`src/rtl/divider_pkg.sv`:
```
// Shared types and constants for the sequential add/sub divider.
package divider_pkg;
  localparam int DIV_W = 36;

  typedef enum logic [1:0] {IDLE, RUN, FIX, DONE} state_t;

  // Iteration counter width; at least one bit even for tiny W.
  function automatic int cnt_w(input int w);
    return (w > 1) ? $clog2(w) : 1;
  endfunction
endpackage

```
`src/rtl/addsub_divider_if.sv`:
```
// Request/result handshake bundle for addsub_divider.
interface divider_if #(parameter int W = divider_pkg::DIV_W);
  logic         in_valid;
  logic         in_ready;
  logic [W-1:0] dividend;
  logic [W-1:0] divisor;
  logic         out_valid;
  logic         out_ready;
  logic [W-1:0] quotient;
  logic [W-1:0] remainder;
  logic         div_by_zero;

  modport master (
    output in_valid, dividend, divisor, out_ready,
    input  in_ready, out_valid, quotient, remainder, div_by_zero
  );

  modport slave (
    input  in_valid, dividend, divisor, out_ready,
    output in_ready, out_valid, quotient, remainder, div_by_zero
  );
endinterface

```
`src/rtl/addsub_w.sv`:
```
// N-bit two's complement adder/subtractor: y = a + b, or a - b when sub is set.
module addsub_w #(
  parameter int N = 37
) (
  input  logic [N-1:0] a,
  input  logic [N-1:0] b,
  input  logic         sub,
  output logic [N-1:0] y
);
  assign y = a + (sub ? ~b : b) + {{(N-1){1'b0}}, sub};
endmodule

```
`src/rtl/addsub_divider.sv`:
```
// Unsigned W-bit non-restoring divider, one quotient bit per clock, sharing a
// single W+1-bit add/sub between the iteration and final remainder correction.
module addsub_divider
  import divider_pkg::*;
#(
  parameter int W = DIV_W
) (
  input  logic     clk,
  input  logic     reset_n,
  divider_if.slave bus
);
  localparam int CW = cnt_w(W);

  state_t        r_state;
  logic [CW-1:0] r_cnt;
  logic [W:0]    r_p;
  logic [W-1:0]  r_q;
  logic [W-1:0]  r_d;
  logic [W-1:0]  r_quo;
  logic [W-1:0]  r_rem;
  logic          r_dbz;

  logic [W:0]    w_p_sh;
  logic [W:0]    w_a;
  logic [W:0]    w_b;
  logic [W:0]    w_y;
  logic          w_sub;
  logic [W-1:0]  w_rem;

  // RUN feeds the shifted partial remainder; FIX adds D back to the unshifted P.
  assign w_p_sh = {r_p[W-1:0], r_q[W-1]};
  assign w_a    = (r_state == FIX) ? r_p : w_p_sh;
  assign w_b    = {1'b0, r_d};
  assign w_sub  = (r_state == RUN) & ~r_p[W];

  addsub_w #(.N(W+1)) u_addsub (
    .a   (w_a),
    .b   (w_b),
    .sub (w_sub),
    .y   (w_y)
  );

  assign w_rem = r_p[W] ? w_y[W-1:0] : r_p[W-1:0];

  assign bus.in_ready    = (r_state == IDLE);
  assign bus.out_valid   = (r_state == DONE);
  assign bus.quotient    = r_quo;
  assign bus.remainder   = r_rem;
  assign bus.div_by_zero = r_dbz;

  always_ff @(posedge clk or negedge reset_n) begin
    if (!reset_n) begin
      r_state <= IDLE;
      r_cnt   <= '0;
      r_p     <= '0;
      r_q     <= '0;
      r_d     <= '0;
      r_quo   <= '0;
      r_rem   <= '0;
      r_dbz   <= 1'b0;
    end else begin
      case (r_state)
        IDLE: if (bus.in_valid) begin
          r_d   <= bus.divisor;
          r_q   <= bus.dividend;
          r_p   <= '0;
          r_cnt <= '0;
          if (bus.divisor == '0) begin
            r_quo   <= '1;
            r_rem   <= bus.dividend;
            r_dbz   <= 1'b1;
            r_state <= DONE;
          end else begin
            r_state <= RUN;
          end
        end
        RUN: begin
          r_p   <= w_y;
          r_q   <= {r_q[W-2:0], ~w_y[W]};
          r_cnt <= r_cnt + CW'(1);
          if (r_cnt == CW'(W-1)) r_state <= FIX;
        end
        FIX: begin
          r_p     <= r_p[W] ? w_y : r_p;
          r_quo   <= r_q;
          r_rem   <= w_rem;
          r_dbz   <= 1'b0;
          r_state <= DONE;
        end
        DONE: if (bus.out_ready) r_state <= IDLE;
        default: r_state <= IDLE;
      endcase
    end
  end
endmodule

```
`src/flat_wrapper.sv`:
```
// flat-port wrapper written by rule: the top's interface ports become plain ports
module addsub_divider_flat import divider_pkg::*;
#(
  parameter int W = DIV_W
)
  (clk, reset_n, bus_in_valid, bus_dividend, bus_divisor, bus_out_ready, bus_in_ready, bus_out_valid, bus_quotient, bus_remainder, bus_div_by_zero);
  divider_if #(.W(W)) bus_i ();
  input  logic clk;
  input  logic reset_n;
  input wire logic [$bits(bus_i.in_valid)-1:0] bus_in_valid;
  input wire logic [$bits(bus_i.dividend)-1:0] bus_dividend;
  input wire logic [$bits(bus_i.divisor)-1:0] bus_divisor;
  input wire logic [$bits(bus_i.out_ready)-1:0] bus_out_ready;
  output wire logic [$bits(bus_i.in_ready)-1:0] bus_in_ready;
  output wire logic [$bits(bus_i.out_valid)-1:0] bus_out_valid;
  output wire logic [$bits(bus_i.quotient)-1:0] bus_quotient;
  output wire logic [$bits(bus_i.remainder)-1:0] bus_remainder;
  output wire logic [$bits(bus_i.div_by_zero)-1:0] bus_div_by_zero;
  assign bus_i.in_valid = bus_in_valid;
  assign bus_i.dividend = bus_dividend;
  assign bus_i.divisor = bus_divisor;
  assign bus_i.out_ready = bus_out_ready;
  assign bus_in_ready = bus_i.in_ready;
  assign bus_out_valid = bus_i.out_valid;
  assign bus_quotient = bus_i.quotient;
  assign bus_remainder = bus_i.remainder;
  assign bus_div_by_zero = bus_i.div_by_zero;
  addsub_divider #(.W(W)) u_core (.clk(clk), .reset_n(reset_n), .bus(bus_i));
endmodule
```
`config.mk`:
```
export PLATFORM = sky130hd
export DESIGN_NAME = addsub_divider_flat
export DESIGN_NICKNAME = d
export VERILOG_FILES = /design/src/rtl/divider_pkg.sv /design/src/rtl/addsub_divider_if.sv /design/src/rtl/addsub_w.sv /design/src/rtl/addsub_divider.sv /design/src/flat_wrapper.sv
export SDC_FILE = /design/constraint.sdc
export NUM_CORES = 1
export LEC_CHECK = 0
export BUFFER_PORTS_ARGS = -buffer_cell sky130_fd_sc_hd__buf_4
export CAP_MARGIN = 20
export CELL_PAD_IN_SITES_DETAIL_PLACEMENT = 0
export CELL_PAD_IN_SITES_GLOBAL_PLACEMENT = 1
export CORE_MARGIN = 2
export CORE_UTILIZATION = 50
export CTS_BUF_LIST = sky130_fd_sc_hd__clkbuf_4 sky130_fd_sc_hd__clkbuf_8
export DETAILED_ROUTE_END_ITERATION = 16
export PLACE_DENSITY = 0.92
export RECOVER_POWER = 25
export SLEW_MARGIN = 20
export SYNTH_ARGS = -nofsm -noshare
export SYNTH_HDL_FRONTEND = slang
export SYNTH_SLANG_ARGS = --single-unit
export TNS_END_PERCENT = 100
```
`constraint.sdc`:
```
create_clock -name clk -period 7.7 [get_ports clk]
set_input_delay 1.155 -clock clk [delete_from_list [all_inputs] [get_ports clk]]
set_output_delay 1.155 -clock clk [all_outputs]
set_load 0.05 [all_outputs]
```
==> impl_metrics.json <==
{
  "clock-sinks": 190,
  "vias_per_cell": 5.78,
  "synth_top_area_cell": "dfrtp_1",
  "r2r_setup_slack_ns": 2.82,
  "drive_above_1_share_pct": 22.0,
  "status": "finished, final reports clean",
  "final.min_clock_period_ns": 4.88,
  "cap_violations": 0,
  "ff2ff_path_depth": 15,
  "grt_use_total_pct": 24.8,
  "hold_violations": 0,
  "synth_flop_cell": "dfrtp_1",
  "setup_violations": 0,
  "fmax_mhz": 205,
  "ys_ff_latch": 190,
  "slew_headroom_pct": 26.1,
  "slew_viol_final": 0,
  "crit_fanout": 44,
  "dp_hpwl_um": 20900,
  "worstSetupEndpointType": "flop",
  "period_share_pct": 63.4,
  "cts_hold_buf": 0,
  "final_antenna_net_count": 0,
  "rows": 54,
  "die_w_um": 153,
  "worstHoldStart": "u_core.bus.remainder[9]",
  "fin_worst_skew_ns": 0.0146,
  "avgRoutedWirePerCell_um": 18.5,
  "r2r-end": "u_core.bus.remainder[30]",
  "hold_path_depth": 1,
  "cts_tree": "yes",
  "synth_warnings": 0,
  "clk_pin_slew_worst_paths_ns": 0.11,
  "synth-edff-count": 0,
  "ctsResizeCount": 0,
  "insertion_delay_ns": 0.48,
  "fin_nets": 1383,
  "synth_top_cell_area_share_pct": 43.0,
  "synth_cell_types": 61,
  "max_stage_delay_ns": 0.57,
  "io_pins": 151,
  "cts_made_buffers": 17,
  "cp-start-kind": "flop",
  "worstMarginPinSlew_ns": 1.10,
  "post-cts-setup-buffers": 0,
  "htree_levels": 4,
  "worstPathRequired_ns": 8.09,
  "die_y_um": 153,
  "portBuffers": 150,
  "antenna_found_initial": 1,
  "route.detailed.drc": 0,
  "synth.area.top_cells": "dfrtp_1, mux2_2, o21ai_0, mux2i_1, nand2_1",
  "area_growth_pct": 15.5,
  "crit_buf_inv": 2,
  "die_area_um2": 23300,
  "drt-total-wl_um": 28900,
  "drt-initial-drc-count": 746,
  "setup_tns_ns": 0,
  "initial_core_util_pct": 50.8,
  "slowest_stage": "buf_4",
  "grt_setup_unrepaired": "false",
  "diodes": 0,
  "grt-ovfl-total": 0,
  "grt_pass1_vias": 8592,
  "worstHoldEndpoint": "u_core.bus.remainder[9]",
  "crit_family": "compound AO/OA/AOI/OAI gates",
  "grt_pass1_wl_um": 46600,
  "crit-reg2reg-launch": "u_core.r_state[1]",
  "clockRootBuffer": "clkbuf_8",
  "worstSetupPathType": "flop to flop",
  "ys_seq_area_share_pct": 43.0,
  "grt_max_degree": 125,
  "place.gp.congestion": 0.920,
  "clockBufferDepth": 2,
  "synthArstFlopShare_pct": 100,
  "mappedNetlistNets": 1275,
  "core-area_um2": 21800,
  "crit_chain": "inv_1, ha_2, buf_4, nand2b_4, xnor2_1, fa_1, a211oi_1, o211ai_2, a211oi_2, o31ai_4, a211oi_1, nor2_1, xnor2_1, mux2i_1, a221oi_1",
  "arrival_ns": 5.27,
  "syn_area_per_cell_um2": 9.54,
  "firstDrtPassIters": 6,
  "hold_class": "flop to flop",
  "synth.cell_area_um2": 11100,
  "synth_cells": 1158,
  "via_count": 9006
}
==> metal layers <==
metal	routed length [um]	GRT usage, %	part of all wire, %	vias up
li1	-	-	-	4359
met1	14400	38.1	50	4325
met2	12600	37.2	44	303
met3	1560	3.84	5.4	19
met4	288	5.03	1.0	0
met5	0	0	0	-
==> synthesized netlist by cell type, types with 2 or more instances <==
cell,instances
nor3_1,12
and2_1,2
a31o_2,2
or3_1,7
o21ai_1,2
nand3_1,9
nand2_1,139
o21bai_1,7
o21ai_0,119
xnor2_1,52
o31ai_1,8
and3_1,7
nand2b_1,2
xor2_1,17
nor3b_1,4
o211ai_1,4
a21o_1,24
a31oi_1,12
dfrtp_1,190
a211oi_1,14
inv_1,25
ha_1,40
a21boi_0,4
buf_1,8
nor4_1,7
nand4_1,16
mux2i_1,55
nor4b_1,2
o21a_1,4
a22o_1,27
nor2_1,100
a21oi_1,57
nand3b_1,2
clkbuf_1,58
a221o_1,2
a32o_1,4
mux2_2,74
nor2b_1,11
buf_6,2
a221oi_1,6
==> cell usage in the layout, fill, tap and decap left out, types with 38 or more instances in the layout <==
cell type / n
mux2i_1: 55
ha_1: 38
nor2_1: 100
mux2_2: 74
o21ai_0: 118
a21oi_1: 57
dfrtp_1: 189
nand2_1: 139
xnor2_1: 52
buf_4: 157
==> state kept, by name (all words and copies together) (netlist names) <==
register	count
u_core.r_p	37
u_core.bus.div_by_zero	1
u_core.bus.remainder	36
u_core.r_cnt	6
u_core.r_state	2
u_core.r_q	36
u_core.r_d	36
u_core.bus.quotient	36
==> cell families after synthesis <==
| logic type | share of synthesized area (%) |
|---|---|
| flip-flops | 43.0 |
| buffers and inverters | 3.34 |
| adder cells (fa/ha/maj) | 4.71 |
| AO/OA/AOI/OAI | 17.8 |
| AND/OR/NAND/NOR | 13.0 |
| multiplexers | 12.7 |
| XOR/XNOR | 5.47 |
==> through the flow <==
| step | area [um2] | setup WS [ns] | cells | utilization (%) | hold slack, ns |
|---|---|---|---|---|---|
| 6_report | 12800 | 2.82 | 1559 | 58.7 | 0.490 |
| 5_1_grt | 12800 | 2.37 | 1559 | 58.7 | 0.514 |
| 4_1_cts | 12800 | 2.79 | 1559 | 58.6 | 0.494 |
| 3_5_place_dp | 12300 | 2.81 | 1527 | 56.8 | 0.469 |
| 3_3_place_gp | 12300 | 2.96 | 1527 | 56.8 | 0.463 |
| 2_1_floorplan | 11100 | 3.56 | 1158 | - | 0.465 |
==> worst reg2reg max path, cell delays in order, from the launching register on <==
cell	delay (ns)
dfrtp_1	0.42
inv_1	0.10
ha_2	0.16
buf_4	0.57
nand2b_4	0.51
xnor2_1	0.32
fa_1	0.48
a211oi_1	0.40
o211ai_2	0.17
a211oi_2	0.43
o31ai_4	0.14
a211oi_1	0.38
nor2_1	0.11
xnor2_1	0.21
mux2i_1	0.10
a221oi_1	0.28
==> layout make-up <==
cell class                      instances  area, um2
Sequential cell                       190       4760
Multi-Input combinational cell        874       5960
Clock inverter                         14        168
Inverter                               25       93.8
Fill cell                            1939       8990
Tap cell                              280        350
Timing Repair Buffer                  158       1190
Clock buffer                           18        241
==> how the worst max path moves through the flow <==
stage / start / end / slack, ns / cells after the start
after floorplan: u_core.r_state[0] / u_core.bus.remainder[28] / 3.56 / 14
after global placement: u_core.r_state[1] / u_core.bus.remainder[30] / 2.96 / 15
after detailed placement: u_core.r_state[1] / u_core.bus.remainder[30] / 2.81 / 15
after CTS: u_core.r_state[1] / u_core.bus.remainder[30] / 2.79 / 15
after global routing: u_core.r_state[1] / u_core.bus.remainder[30] / 2.37 / 15
final: u_core.r_state[1] / u_core.bus.remainder[30] / 2.82 / 15
Power is not shown: default switching activity piles up to over one toggle a cycle in this logic, so the estimate is an artifact.
